### src/rtl/pkt_dispatch_module_if.sv
// Packet word stream in, four per-class FIFO write ports out.
// The slave side is the dispatcher. The master side is the upstream parser
// together with the FIFOs.
interface pkt_dispatch_module_if;
   logic          i_pkt_data_wr;
   logic [133:0]  iv_pkt_data;

   logic [6:0]    iv_fnp_fifo_usedw;
   logic [6:0]    iv_lnp_fifo_usedw;
   logic [6:0]    iv_mux2fifo_usedw;
   logic [6:0]    iv_srm2fifo_usedw;

   logic          o_fnp_fifo_wr;
   logic          o_lnp_fifo_wr;
   logic          o_mux2fifo_wr;
   logic          o_srm2fifo_wr;

   logic [133:0]  ov_fnp_fifo_data;
   logic [133:0]  ov_lnp_fifo_data;
   logic [133:0]  ov_mux2fifo_data;
   logic [133:0]  ov_srm2fifo_data;

   modport slave (
      input  i_pkt_data_wr, iv_pkt_data,
      input  iv_fnp_fifo_usedw, iv_lnp_fifo_usedw, iv_mux2fifo_usedw, iv_srm2fifo_usedw,
      output o_fnp_fifo_wr, o_lnp_fifo_wr, o_mux2fifo_wr, o_srm2fifo_wr,
      output ov_fnp_fifo_data, ov_lnp_fifo_data, ov_mux2fifo_data, ov_srm2fifo_data
   );

   modport master (
      output i_pkt_data_wr, iv_pkt_data,
      output iv_fnp_fifo_usedw, iv_lnp_fifo_usedw, iv_mux2fifo_usedw, iv_srm2fifo_usedw,
      input  o_fnp_fifo_wr, o_lnp_fifo_wr, o_mux2fifo_wr, o_srm2fifo_wr,
      input  ov_fnp_fifo_data, ov_lnp_fifo_data, ov_mux2fifo_data, ov_srm2fifo_data
   );
endinterface

### src/rtl/pkt_dispatch_module.sv
// Packet dispatcher: steers whole packets into the fnp/lnp/mux2fifo/srm2fifo
// FIFOs. A packet is admitted only while its target FIFO has room for a
// maximum-length packet. Every packet written to a FIFO is closed with a
// tail word, so the reader side, which reads until it sees a tail, never stalls.
//
//   state   | meaning
//   --------+---------------------------------------------------------------
//   IDLE    | waiting for a head; non-head words are ignored
//   FWD     | forwarding the admitted packet to the FIFO latched in dest_q
//   DISCARD | dropping words until a tail; a head is re-checked for admission
module pkt_dispatch_module #(
   parameter int         MAX_PKT_WORDS = 64,
   parameter logic [6:0] ADMIT_TH      = 7'd63
) (
   input  logic                 clk,
   input  logic                 rst,
   pkt_dispatch_module_if.slave bus,
   output logic [15:0]          ov_drop_pkt_cnt,
   output logic [15:0]          ov_err_cnt
);

   typedef enum logic [1:0] {IDLE, FWD, DISCARD} state_t;

   localparam logic [1:0] T_INV  = 2'b00;
   localparam logic [1:0] T_HEAD = 2'b01;
   localparam logic [1:0] T_TAIL = 2'b10;
   localparam logic [1:0] T_BODY = 2'b11;
   localparam logic [6:0] MAX_W  = 7'(MAX_PKT_WORDS);

   state_t        state_q, state_d;
   logic [6:0]    wcnt_q, wcnt_d;
   logic [1:0]    dest_q, dest_d;
   logic [15:0]   drop_q, drop_d;
   logic [15:0]   err_q, err_d;
   logic [3:0]    wr_q;
   logic [133:0]  data_q [4];

   logic          wr_en_d;
   logic [1:0]    wr_sel_d;
   logic [133:0]  wr_word_d;

   logic [1:0]    word_type;
   logic [1:0]    head_cls;
   logic [6:0]    head_usedw;
   logic          admit;
   logic [133:0]  tailed_word;

   function automatic logic [15:0] sat_inc(input logic [15:0] v);
      return (v == 16'hFFFF) ? v : v + 16'd1;
   endfunction

   // Decode the incoming word and pick the usedw of the class named in a head.
   always_comb begin
      word_type   = bus.iv_pkt_data[133:132];
      head_cls    = bus.iv_pkt_data[127:126];
      tailed_word = {T_TAIL, bus.iv_pkt_data[131:0]};
      case (head_cls)
         2'b00:   head_usedw = bus.iv_fnp_fifo_usedw;
         2'b01:   head_usedw = bus.iv_lnp_fifo_usedw;
         2'b10:   head_usedw = bus.iv_mux2fifo_usedw;
         default: head_usedw = bus.iv_srm2fifo_usedw;
      endcase
      admit = (head_usedw <= ADMIT_TH);
   end

   // Next-state, counter and write-request logic for one input word.
   always_comb begin
      state_d   = state_q;
      wcnt_d    = wcnt_q;
      dest_d    = dest_q;
      drop_d    = drop_q;
      err_d     = err_q;
      wr_en_d   = 1'b0;
      wr_sel_d  = dest_q;
      wr_word_d = bus.iv_pkt_data;

      if (bus.i_pkt_data_wr) begin
         case (state_q)
            FWD: begin
               case (word_type)
                  T_BODY: begin
                     wr_en_d = 1'b1;
                     // The word that reaches the length limit becomes the
                     // tail, so the FIFO never holds an unterminated packet.
                     if (wcnt_q + 7'd1 == MAX_W) begin
                        wr_word_d = tailed_word;
                        err_d     = sat_inc(err_q);
                        wcnt_d    = 7'd0;
                        state_d   = DISCARD;
                     end else begin
                        wcnt_d = wcnt_q + 7'd1;
                     end
                  end
                  T_TAIL: begin
                     wr_en_d = 1'b1;
                     wcnt_d  = 7'd0;
                     state_d = IDLE;
                  end
                  T_HEAD: begin
                     // A missing tail: close the current packet with this
                     // word and skip the new packet entirely.
                     wr_en_d   = 1'b1;
                     wr_word_d = tailed_word;
                     err_d     = sat_inc(err_q);
                     wcnt_d    = 7'd0;
                     state_d   = DISCARD;
                  end
                  default: begin
                     err_d = sat_inc(err_q);
                  end
               endcase
            end
            default: begin
               if (word_type == T_HEAD) begin
                  dest_d = head_cls;
                  if (admit) begin
                     wr_en_d  = 1'b1;
                     wr_sel_d = head_cls;
                     wcnt_d   = 7'd1;
                     state_d  = FWD;
                  end else begin
                     drop_d  = sat_inc(drop_q);
                     wcnt_d  = 7'd0;
                     state_d = DISCARD;
                  end
               end else if (state_q == DISCARD && word_type == T_TAIL) begin
                  state_d = IDLE;
               end
            end
         endcase
      end
   end

   // State, counters and registered FIFO write ports.
   always_ff @(posedge clk or posedge rst) begin
      if (rst) begin
         state_q <= IDLE;
         wcnt_q  <= 7'd0;
         dest_q  <= 2'b00;
         drop_q  <= 16'd0;
         err_q   <= 16'd0;
         wr_q    <= 4'b0000;
         for (int i = 0; i < 4; i++) data_q[i] <= '0;
      end else begin
         state_q <= state_d;
         wcnt_q  <= wcnt_d;
         dest_q  <= dest_d;
         drop_q  <= drop_d;
         err_q   <= err_d;
         wr_q    <= 4'b0000;
         if (wr_en_d) begin
            wr_q[wr_sel_d]   <= 1'b1;
            data_q[wr_sel_d] <= wr_word_d;
         end
      end
   end

   assign bus.o_fnp_fifo_wr    = wr_q[0];
   assign bus.o_lnp_fifo_wr    = wr_q[1];
   assign bus.o_mux2fifo_wr    = wr_q[2];
   assign bus.o_srm2fifo_wr    = wr_q[3];
   assign bus.ov_fnp_fifo_data = data_q[0];
   assign bus.ov_lnp_fifo_data = data_q[1];
   assign bus.ov_mux2fifo_data = data_q[2];
   assign bus.ov_srm2fifo_data = data_q[3];
   assign ov_drop_pkt_cnt      = drop_q;
   assign ov_err_cnt           = err_q;

endmodule

### src/flat_wrapper.sv
// flat-port wrapper written by rule: the top's interface ports become plain ports
module pkt_dispatch_module_flat 
#(
   parameter int         MAX_PKT_WORDS = 64,
   parameter logic [6:0] ADMIT_TH      = 7'd63
)
  (clk, rst, ov_drop_pkt_cnt, ov_err_cnt, bus_i_pkt_data_wr, bus_iv_pkt_data, bus_iv_fnp_fifo_usedw, bus_iv_lnp_fifo_usedw, bus_iv_mux2fifo_usedw, bus_iv_srm2fifo_usedw, bus_o_fnp_fifo_wr, bus_o_lnp_fifo_wr, bus_o_mux2fifo_wr, bus_o_srm2fifo_wr, bus_ov_fnp_fifo_data, bus_ov_lnp_fifo_data, bus_ov_mux2fifo_data, bus_ov_srm2fifo_data);
  pkt_dispatch_module_if bus_i ();
  input  logic clk;
  input  logic rst;
  output logic [15:0] ov_drop_pkt_cnt;
  output logic [15:0] ov_err_cnt;
  input wire logic [$bits(bus_i.i_pkt_data_wr)-1:0] bus_i_pkt_data_wr;
  input wire logic [$bits(bus_i.iv_pkt_data)-1:0] bus_iv_pkt_data;
  input wire logic [$bits(bus_i.iv_fnp_fifo_usedw)-1:0] bus_iv_fnp_fifo_usedw;
  input wire logic [$bits(bus_i.iv_lnp_fifo_usedw)-1:0] bus_iv_lnp_fifo_usedw;
  input wire logic [$bits(bus_i.iv_mux2fifo_usedw)-1:0] bus_iv_mux2fifo_usedw;
  input wire logic [$bits(bus_i.iv_srm2fifo_usedw)-1:0] bus_iv_srm2fifo_usedw;
  output wire logic [$bits(bus_i.o_fnp_fifo_wr)-1:0] bus_o_fnp_fifo_wr;
  output wire logic [$bits(bus_i.o_lnp_fifo_wr)-1:0] bus_o_lnp_fifo_wr;
  output wire logic [$bits(bus_i.o_mux2fifo_wr)-1:0] bus_o_mux2fifo_wr;
  output wire logic [$bits(bus_i.o_srm2fifo_wr)-1:0] bus_o_srm2fifo_wr;
  output wire logic [$bits(bus_i.ov_fnp_fifo_data)-1:0] bus_ov_fnp_fifo_data;
  output wire logic [$bits(bus_i.ov_lnp_fifo_data)-1:0] bus_ov_lnp_fifo_data;
  output wire logic [$bits(bus_i.ov_mux2fifo_data)-1:0] bus_ov_mux2fifo_data;
  output wire logic [$bits(bus_i.ov_srm2fifo_data)-1:0] bus_ov_srm2fifo_data;
  assign bus_i.i_pkt_data_wr = bus_i_pkt_data_wr;
  assign bus_i.iv_pkt_data = bus_iv_pkt_data;
  assign bus_i.iv_fnp_fifo_usedw = bus_iv_fnp_fifo_usedw;
  assign bus_i.iv_lnp_fifo_usedw = bus_iv_lnp_fifo_usedw;
  assign bus_i.iv_mux2fifo_usedw = bus_iv_mux2fifo_usedw;
  assign bus_i.iv_srm2fifo_usedw = bus_iv_srm2fifo_usedw;
  assign bus_o_fnp_fifo_wr = bus_i.o_fnp_fifo_wr;
  assign bus_o_lnp_fifo_wr = bus_i.o_lnp_fifo_wr;
  assign bus_o_mux2fifo_wr = bus_i.o_mux2fifo_wr;
  assign bus_o_srm2fifo_wr = bus_i.o_srm2fifo_wr;
  assign bus_ov_fnp_fifo_data = bus_i.ov_fnp_fifo_data;
  assign bus_ov_lnp_fifo_data = bus_i.ov_lnp_fifo_data;
  assign bus_ov_mux2fifo_data = bus_i.ov_mux2fifo_data;
  assign bus_ov_srm2fifo_data = bus_i.ov_srm2fifo_data;
  pkt_dispatch_module #(.MAX_PKT_WORDS(MAX_PKT_WORDS), .ADMIT_TH(ADMIT_TH)) u_core (.clk(clk), .rst(rst), .bus(bus_i), .ov_drop_pkt_cnt(ov_drop_pkt_cnt), .ov_err_cnt(ov_err_cnt));
endmodule
### config.mk
export PLATFORM = sky130hd
export DESIGN_NAME = pkt_dispatch_module_flat
export DESIGN_NICKNAME = d
export VERILOG_FILES = /design/src/rtl/pkt_dispatch_module_if.sv /design/src/rtl/pkt_dispatch_module.sv /design/src/flat_wrapper.sv
export SDC_FILE = /design/constraint.sdc
export NUM_CORES = 1
export LEC_CHECK = 0
export ABC_CLOCK_PERIOD_IN_PS = 19400
export CORE_AREA = 2 2 289 291
export DETAILED_ROUTE_END_ITERATION = 10
export DIE_AREA = 0 0 291 293
export PLACE_DENSITY = 0.57
export SLEW_MARGIN = 20
export SYNTH_ARGS = -nofsm -noshare
export SYNTH_HDL_FRONTEND = slang
export SYNTH_SLANG_ARGS = --single-unit
### constraint.sdc
create_clock -name clk -period 19.4 [get_ports clk]
set_input_delay 1.94 -clock clk [delete_from_list [all_inputs] [get_ports clk]]
set_output_delay 1.94 -clock clk [all_outputs]
set_load 0.02 [all_outputs]
==> impl_metrics.json <==
{
  "cts_sinks": 583,
  "leakagePower_nw": 14.3,
  "place.gp.congestion": 0.806,
  "cp_cell_sequence": "clkdlybuf4s50_1, inv_1, ha_1, nand2_1, nor4b_2, o211ai_1, buf_4, buf_4, mux2_2",
  "slew_headroom_pct": 31.8,
  "drtPass1Iterations": 6,
  "p_int_w": 0.00398,
  "slowest_stage": "o211ai_1",
  "drive_gt1_share_pct": 30.7,
  "synthCells": 1394,
  "drv_slew": 0,
  "drtIter0Drc": 437,
  "nets": 2304,
  "hold_viol_final": 0,
  "ant_nets": 0,
  "switchingPower_w": 0.00214,
  "drt_wl_total_um": 68000,
  "period_minus_slack_ns": 5.53,
  "ctsHoldBuffers": 0,
  "cts_resized": 0,
  "num_rows": 105,
  "synth-edff-count": 0,
  "cp.required_ns": 19.87,
  "status": "completed",
  "cts_setup_buffers": 0,
  "clock_path_buffers": 3,
  "dp_hpwl_um": 48300,
  "ff2ff_path_depth": 6,
  "drc": 0,
  "path_depth": 9,
  "via_count": 14472,
  "fp.dieH_um": 293,
  "synth.distinct_cells": 50,
  "holdWs_ns": 0.480,
  "cts-root-buf": "clkbuf_16",
  "synth_ff_type": "dfrtp_1",
  "start_kind": "input pin",
  "die_w_um": 291,
  "path_clk_slew_ns": 0.06,
  "rsz0062_at_grt": "no",
  "syn_avg_cell_area_um2": 16.2,
  "path_class": "in -> reg",
  "p_sw_share_pct": 34.9,
  "combPwrFrac_pct": 44.6,
  "grt_pass1_vias": 15701,
  "ys_ff_latch": 583,
  "portBuffers": 712,
  "crit_path_end_kind": "flip-flop",
  "yosysSeqAreaShare_pct": 64.7,
  "setup_violations": 0,
  "clock_latency_ns": 0.58,
  "max_freq_ghz": 0.181,
  "syn_nets": 1567,
  "cts_buffers": 70,
  "cts_max_level": 3,
  "via_per_inst": 4.45,
  "pin_count": 737,
  "drv_cap": 0,
  "dieArea_mm2": 0.0853,
  "cts_tree": "yes",
  "p_seq_share_pct": 33.9,
  "overflow": 0,
  "crit_top_cell": "buf_4",
  "placed_area_mm2": 0.0307,
  "grt_pass1_wl_um": 102000,
  "worst-path-buf-inv": 4,
  "clock_skew_ns": 0.0153,
  "pwr-share-clk_pct": 21.5,
  "path_delay_family": "buffers and inverters",
  "core_mm2": 0.0818,
  "antenna_found_initial": 4,
  "whs_path_depth": 2,
  "crit_fanout": 49,
  "initial_core_util_pct": 27.6,
  "vdd_drop_max_mv": 0.0983,
  "crit_arrival_ns": 5.99,
  "grt_max_degree": 108,
  "synth_warnings": 0,
  "syn_area_mm2": 0.0226,
  "syn2layout_area_growth_pct": 46.5,
  "max_stage_delay_ns": 0.80,
  "min_path_type": "reg -> reg",
  "worst_pin_slew_ns": 1.02,
  "p_per_area_mw_per_mm2": 185,
  "async_flop_share_pct": 100,
  "finalCritPeriodShare_pct": 28.5,
  "setup_tns_ns": 0,
  "wire_per_inst_um": 20.9,
  "grt_use_total_pct": 15.6,
  "stdcell_area_mm2": 0.0330
}
## power groups by stage
stage | combinational [W] | clock (W) | sequential [W]
after detailed placement | 0.00276 | 0 | 0.00209
after global placement | 0.00274 | 0 | 0.00206
after global routing | 0.00285 | 0.00141 | 0.00215
after floorplan | 0.000635 | 0 | 0.00275
final | 0.00273 | 0.00131 | 0.00207
after CTS | 0.00277 | 0.00136 | 0.00208
## area by class of cell
cell class                 instances  area [um^2]
clock inverter                    30          367
sequential                       583        14600
antenna                            3         7.51
clock buffer                      92         1920
fill                            7547        48800
timing repair buffer             732         7280
inverter                          11         48.8
multi-input combinational        733         7490
tap                             1070         1340
## cells in the mapped netlist, types with 2 or more instances
master / count / area, um^2
buf_2: 31 / 155
or3_1: 3 / 18.8
nand3_1: 19 / 95.1
o31ai_1: 3 / 22.5
dfrtp_1: 583 / 14600
a22oi_1: 2 / 15.0
mux2i_1: 4 / 40.0
a22o_1: 3 / 26.3
o21ai_0: 14 / 70.1
clkbuf_1: 8 / 30.0
and4_1: 2 / 17.5
nand2_1: 26 / 97.6
buf_4: 12 / 90.1
nor4_1: 3 / 18.8
nor3_1: 14 / 70.1
o41ai_1: 2 / 17.5
xnor2_1: 13 / 114
nand2b_1: 2 / 12.5
and3_1: 6 / 37.5
nor2_1: 20 / 75.1
mux2_4: 36 / 541
a21oi_1: 5 / 25.0
nand4_1: 8 / 50.1
and2_1: 4 / 25.0
inv_1: 11 / 41.3
mux2_2: 496 / 5590
o211ai_1: 2 / 15.0
buf_6: 16 / 180
xor2_1: 17 / 149
nor3b_1: 2 / 15.0
ha_1: 8 / 100
## path summary, 6_finish.rpt
kind                       slack [ns]                                            to                                    startpoint
hold / removal                   0.48  u_core.bus.ov_mux2fifo_data[133]$_DFFE_PP0P_  u_core.bus.ov_mux2fifo_data[133]$_DFFE_PP0P_
setup reg to reg                15.57   u_core.bus.ov_mux2fifo_data[53]$_DFFE_PP0P_                 u_core.state_q[0]$_DFFE_PP0P_
setup / recovery                13.87   u_core.bus.ov_mux2fifo_data[53]$_DFFE_PP0P_                          bus_iv_pkt_data[133]
hold reg to reg                  0.48  u_core.bus.ov_mux2fifo_data[133]$_DFFE_PP0P_  u_core.bus.ov_mux2fifo_data[133]$_DFFE_PP0P_
min in group asynchronous        1.89   u_core.bus.ov_lnp_fifo_data[33]$_DFFE_PP0P_                                           rst
max in group asynchronous       14.50  u_core.bus.ov_srm2fifo_data[103]$_DFFE_PP0P_                                           rst
## per-layer routing
metal  routed length (um)  global-route usage, %  vias to the layer above
li1                     -                      -                     6459
met1                26100                   17.4                     7408
met2                35300                   28.0                      465
met3                 3830                   3.96                      138
met4                 2760                   6.89                        2
met5                   13                      0                        -
## cells in the final DEF, fill, tap and decap left out, types with 3 or more instances in the layout
master / count
nand4_1: 8
nand2_1: 26
clkinv_2: 14
ha_1: 8
mux2_2: 496
nand3_1: 19
bufinv_16: 7
o31ai_1: 3
or3_1: 3
diode_2: 3
and2_1: 4
inv_1: 10
dfrtp_1: 583
mux2_4: 36
buf_4: 20
clkdlybuf4s50_1: 712
nor2_1: 20
a21oi_1: 5
o21ai_0: 14
clkbuf_1: 13
xor2_1: 17
nor4_1: 3
clkbuf_8: 9
mux2i_1: 4
clkbuf_16: 70
a22o_1: 3
and3_1: 6
xnor2_1: 13
nor3_1: 14
inv_6: 6
## worst reg2reg max path, cell delays in order, from the launching register on
cell,delay [ns]
dfrtp_1,0.45
nor2b_1,0.47
nor4b_2,0.13
o211ai_1,0.80
buf_4,0.60
buf_4,0.72
mux2_2,0.54
## state kept, by name (all words and copies together), names as in the netlist
| name | cells |
|---|---|
| u_core.state_q | 2 |
| u_core.wcnt_q | 7 |
| u_core.bus.ov_srm2fifo_data | 134 |
| u_core.wr_q | 4 |
| u_core.ov_err_cnt | 16 |
| u_core.bus.ov_mux2fifo_data | 134 |
| u_core.bus.ov_fnp_fifo_data | 134 |
| u_core.ov_drop_pkt_cnt | 16 |
| u_core.bus.ov_lnp_fifo_data | 134 |
| u_core.dest_q | 2 |
## cell families (layout without fill, tap and decap cells)
| group | after synthesis | after routing | synth area share [%] |
|---|---|---|---|
| AND/OR/NAND/NOR | 116 | 116 | 2.65 |
| XOR/XNOR | 30 | 30 | 1.16 |
| AO/OA/AOI/OAI | 42 | 42 | 1.42 |
| flip-flops | 583 | 583 | 64.7 |
| adder cells (fa/ha/maj) | 8 | 8 | 0.444 |
| buffers and inverters | 78 | 865 | 2.20 |
| other | 0 | 3 | 0 |
| multiplexers | 537 | 537 | 27.4 |
## per-stage QoR
| stage | setup WS [ns] | total power [W] | util (%) | cells |
|---|---|---|---|---|
| after floorplan | 1.15 | 0.00338 | - | 1394 |
| after global placement | 13.31 | 0.00480 | 37.6 | 3129 |
| after detailed placement | 13.26 | 0.00486 | 37.6 | 3129 |
| after CTS | 13.91 | 0.00621 | 40.4 | 3251 |
| after global routing | 13.66 | 0.00640 | 40.4 | 3253 |
| final | 13.87 | 0.00611 | 40.4 | 3254 |
No activity file was read; power rests on OpenSTA's default activity.
